`config.mk`:
```
export PLATFORM = sky130hd
export DESIGN_NAME = multiplier_controller
export DESIGN_NICKNAME = d
export VERILOG_FILES = /design/src/rtl/multiplier_controller.sv
export SDC_FILE = /design/constraint.sdc
export NUM_CORES = 1
export LEC_CHECK = 0
export CAP_MARGIN = 5
export CORE_AREA = 2 2 39 41
export DETAILED_ROUTE_END_ITERATION = 16
export DIE_AREA = 0 0 41 43
export PLACE_DENSITY_LB_ADDON = 0.2
export RECOVER_POWER = 100
export REMOVE_ABC_BUFFERS = 1
export SLEW_MARGIN = 20
export SYNTH_ARGS = -nofsm -noshare
export SYNTH_HDL_FRONTEND = slang
export SYNTH_SLANG_ARGS = --single-unit
```
`constraint.sdc`:
```
create_clock -name clock -period 1.2 [get_ports clock]
set_input_delay 0.24 -clock clock [delete_from_list [all_inputs] [get_ports clock]]
set_output_delay 0.24 -clock clock [all_outputs]
set_load 0.005 [all_outputs]
```
`src/rtl/multiplier_controller.sv`:
```
// multiplier_controller: start/busy/done FSM sequencing one add/shift pair per multiplier bit
module multiplier_controller #(
  parameter int N = 4
) (
  input  logic clock,
  input  logic reset,
  input  logic start,
  input  logic multiplier_lsb,
  input  logic is_zero,
  output logic busy,
  output logic done,
  output logic do_load,
  output logic do_clear_acc,
  output logic do_add,
  output logic do_shift,
  output logic do_preset,
  output logic do_decrement
);
  typedef enum logic [2:0] {IDLE, INIT, ADD, SHIFT, DONE} state_t;
  state_t state, nxt;
  if (N < 1) begin : g_bad_n
    $error("multiplier_controller: N must be >= 1");
  end
  // state register; reset wins over everything, including mid-run
  always_ff @(posedge clock)
    state <= reset ? IDLE : nxt;
  // next state and Moore/Mealy outputs; unreachable encodings fall back to IDLE
  always_comb begin
    nxt = IDLE;
    busy = 1'b0;
    done = 1'b0;
    do_load = 1'b0;
    do_clear_acc = 1'b0;
    do_add = 1'b0;
    do_shift = 1'b0;
    do_preset = 1'b0;
    do_decrement = 1'b0;
    case (state)
      IDLE: nxt = start ? INIT : IDLE;
      INIT: begin
        nxt = ADD;
        busy = 1'b1;
        do_load = 1'b1;
        do_clear_acc = 1'b1;
        do_preset = 1'b1;
      end
      ADD: begin
        nxt = SHIFT;
        busy = 1'b1;
        do_add = multiplier_lsb;
      end
      SHIFT: begin
        nxt = is_zero ? DONE : ADD;
        busy = 1'b1;
        do_shift = 1'b1;
        do_decrement = ~is_zero;
      end
      DONE: begin
        nxt = IDLE;
        busy = 1'b1;
        done = 1'b1;
      end
      default: nxt = IDLE;
    endcase
  end
endmodule
```
==> results <==
path summary, 6_finish.rpt:
kind / startpoint / to / slack, ns / depth (start not counted)
setup / recovery: state[2] / do_decrement / -0.11 / 4
hold / removal: state[2] / state[1] / 0.53 / 2
setup reg to reg: state[2] / state[2] / 0.08 / 5
hold reg to reg: state[2] / state[1] / 0.53 / 2
routing by layer:
layer | global-route usage | routed length [um]
met5 | 0 | 0
met4 | 0.100 | 21
met3 | 0.0157 | 52
met2 | 0.122 | 248
met1 | 0.0897 | 272
power groups by stage:
stage          clock, mW  sequential [mW]  combinational (mW)
3_5_place_dp           0            0.118              0.0974
4_1_cts            0.188            0.119               0.103
3_3_place_gp           0            0.117              0.0969
6_report           0.179            0.120               0.113
2_1_floorplan          0            0.116              0.0248
5_1_grt            0.193            0.120               0.126
critical path: cells and delay by family, from the launching register on:
family,cells,cell delay (ns)
buf+inv,2,0.23
simple gates,2,0.26
flops,1,0.34
layout make-up:
type	instances	area (um2)
Sequential cell	3	71.3
Fill cell	144	935
Tap cell	16	20.0
Timing Repair Buffer	25	203
Clock buffer	4	26.3
Multi-Input combinational cell	13	125
Inverter	1	3.75
logic make-up after synthesis:
logic type,share of synthesized area
xor gates and xnor gates,0.0539
buffers and inverters,0.115
DFF,0.369
and+or+nand+nor,0.462
stage by stage:
step           worst slack, ns  TNS [ns]  utilization  power [mW]  cell area (um2)
3_3_place_gp            -0.431     -2.24        0.246       0.214              340
2_1_floorplan            0.139         0            -       0.141              148
5_1_grt                 -0.173    -0.925        0.325       0.439              449
4_1_cts                 -0.153    -0.362        0.288       0.410              399
6_report                -0.106    -0.398        0.325       0.411              449
3_5_place_dp            -0.435     -2.35        0.246       0.215              340
synth_stat cells (all sizes together):
master,number,area [um2]
dfxtp,3,60.1
nor2,3,13.8
buf,2,15.0
nor3b,2,20.0
nor4,2,12.5
and2,1,6.26
and3,1,6.26
inv,1,3.75
nand2,1,3.75
nand3b,1,7.51
nor3,1,5.00
xnor2,1,8.76
layout by cell type, fill, tap and decap left out:
| cell type | synthesis | layout |
|---|---|---|
| clkbuf_1 | 0 | 1 |
| nor2_1 | 2 | 1 |
| nor3_2 | 0 | 1 |
| dlymetal6s2s_1 | 0 | 1 |
| nor4_1 | 2 | 2 |
| nand2_2 | 0 | 1 |
| buf_6 | 0 | 4 |
| nor2_4 | 0 | 2 |
| nand3b_1 | 1 | 1 |
| clkdlybuf4s50_1 | 0 | 3 |
| buf_4 | 2 | 11 |
| nor3b_4 | 0 | 1 |
| nor3b_2 | 1 | 1 |
| buf_2 | 0 | 5 |
| xnor2_2 | 0 | 1 |
| and3_1 | 1 | 1 |
| inv_2 | 0 | 1 |
| clkbuf_4 | 0 | 4 |
| and2_4 | 0 | 1 |
| dfxtp_4 | 0 | 3 |
what timing repair did:
item,in CTS,in global routing
setup endpoints to repair,8,8
pin swaps,3,7
buffers inserted,4,2
resized for setup,44,8
hold buffers,0,0
==> impl_metrics.csv <==
group,metric,value,unit
pwr,power_density,916,mW/mm2
hold_path,hp-class,"reg2reg",
clocking,clk_latency,0.23,ns
clocking,cts.path.max_buffers,2,
route,vias,240,
sta,worst_pin_slew,0.235,ns
clocking,htreeDepth,1,
final_layout,antennaDiodeCount,0,
clocking,clk_pin_slew,0.04,ns
route,ant_nets,0,
clocking,cts_tree,"built",
sta,setup_ws,-0.106,ns
pwr,switching_power,0.106,mW
synth,ys_seq_area_frac,0.369,
sta,hold_viol,0,
final_layout,top_register,"state",
setup_path,worstSetupEndpointType,"output port",
pwr,p_comb_frac,0.276,
synth,synth_area,163,um2
run_status,status,"complete, but fails checks",
placement,place_inst,52,
synth,avgSynthCellArea,8.56,um2
pwr,ir_drop,0.000410,V
route,vias_per_cell,3.87,
global_route,overflow,0,
placement,portBuffers,12,
setup_path,cp_common_cell,"buf_6",
global_route,grt_antenna_before_repair,0,
floorplan,io_pins,13,
global_route,first_global_vias,246,
final_layout,drive_gt1_frac,0.783,
sta,skew,0.00278,ns
pwr,clock_power_share,0.434,
pwr,sw_frac_of_total,0.257,
route,drt_iter0_drc,0,
run_status,violations,"negative setup slack",
floorplan,rows,14,
sta,max_freq,766,MHz
floorplan,start_util,0.118,
setup_path,cpPeakStageDelay,0.34,ns
placement,gp_congestion,0.637,
setup_path,required,0.96,ns
setup_path,path_cells,"nand3b_1 -> buf_6 -> nor2_4 -> buf_6",
floorplan,core,0.00138,mm2
sta,fin_crit_sh,1.09,
global_route,grt_max_degree,6,
run,drv_cap,0,
route,route.detailed.drc,0,
final_layout,largest_reg_flops,3,
setup_path,crit_arrival,1.07,ns
final_layout,reg.largest.list,"state: 3 flops",
pwr,sequentialPowerShare,0.290,
sta,finalSetupViolCount,8,
sta,maxSlewViolCount,0,
setup_path,crit_type,"reg2out",
global_route,grt_pass1_wl,924,um
route,wl,594,um
synth,synth_cells,19,
pwr,power_leakage,0.220,nW
clocking,cts_sinks,3,
final_layout,area_growth,176,%
clocking,root_buffer,"clkbuf_4",
final_layout,nNetsFinal,52,
setup_path,start_kind,"register",
setup_path,slowest_stage,"dfxtp_4",
floorplan,dieHeight,43,um
pwr,intPower,0.306,mW
route,first_pass_iters,1,
global_route,grt_util_all_layers,0.0853,
sta,hold_ws,0.527,ns
final_layout,final_cells,62,
setup_path,cp_max_fo,4,
synth,ys_warn_count,0,
clocking,cts_buffers,3,
synth,ys_types,14,
floorplan,die_w,41,um
synth,ys_seq_elements,3,
sta,layout_min_cycle_time,1.31,ns
sta,slew_headroom,0.842,
sta,rsz0062_at_grt,"yes",
floorplan,dieArea,0.00176,mm2
route,post_drt_wl_per_cell,9.58,um
Power figures use the tool's default switching activity.
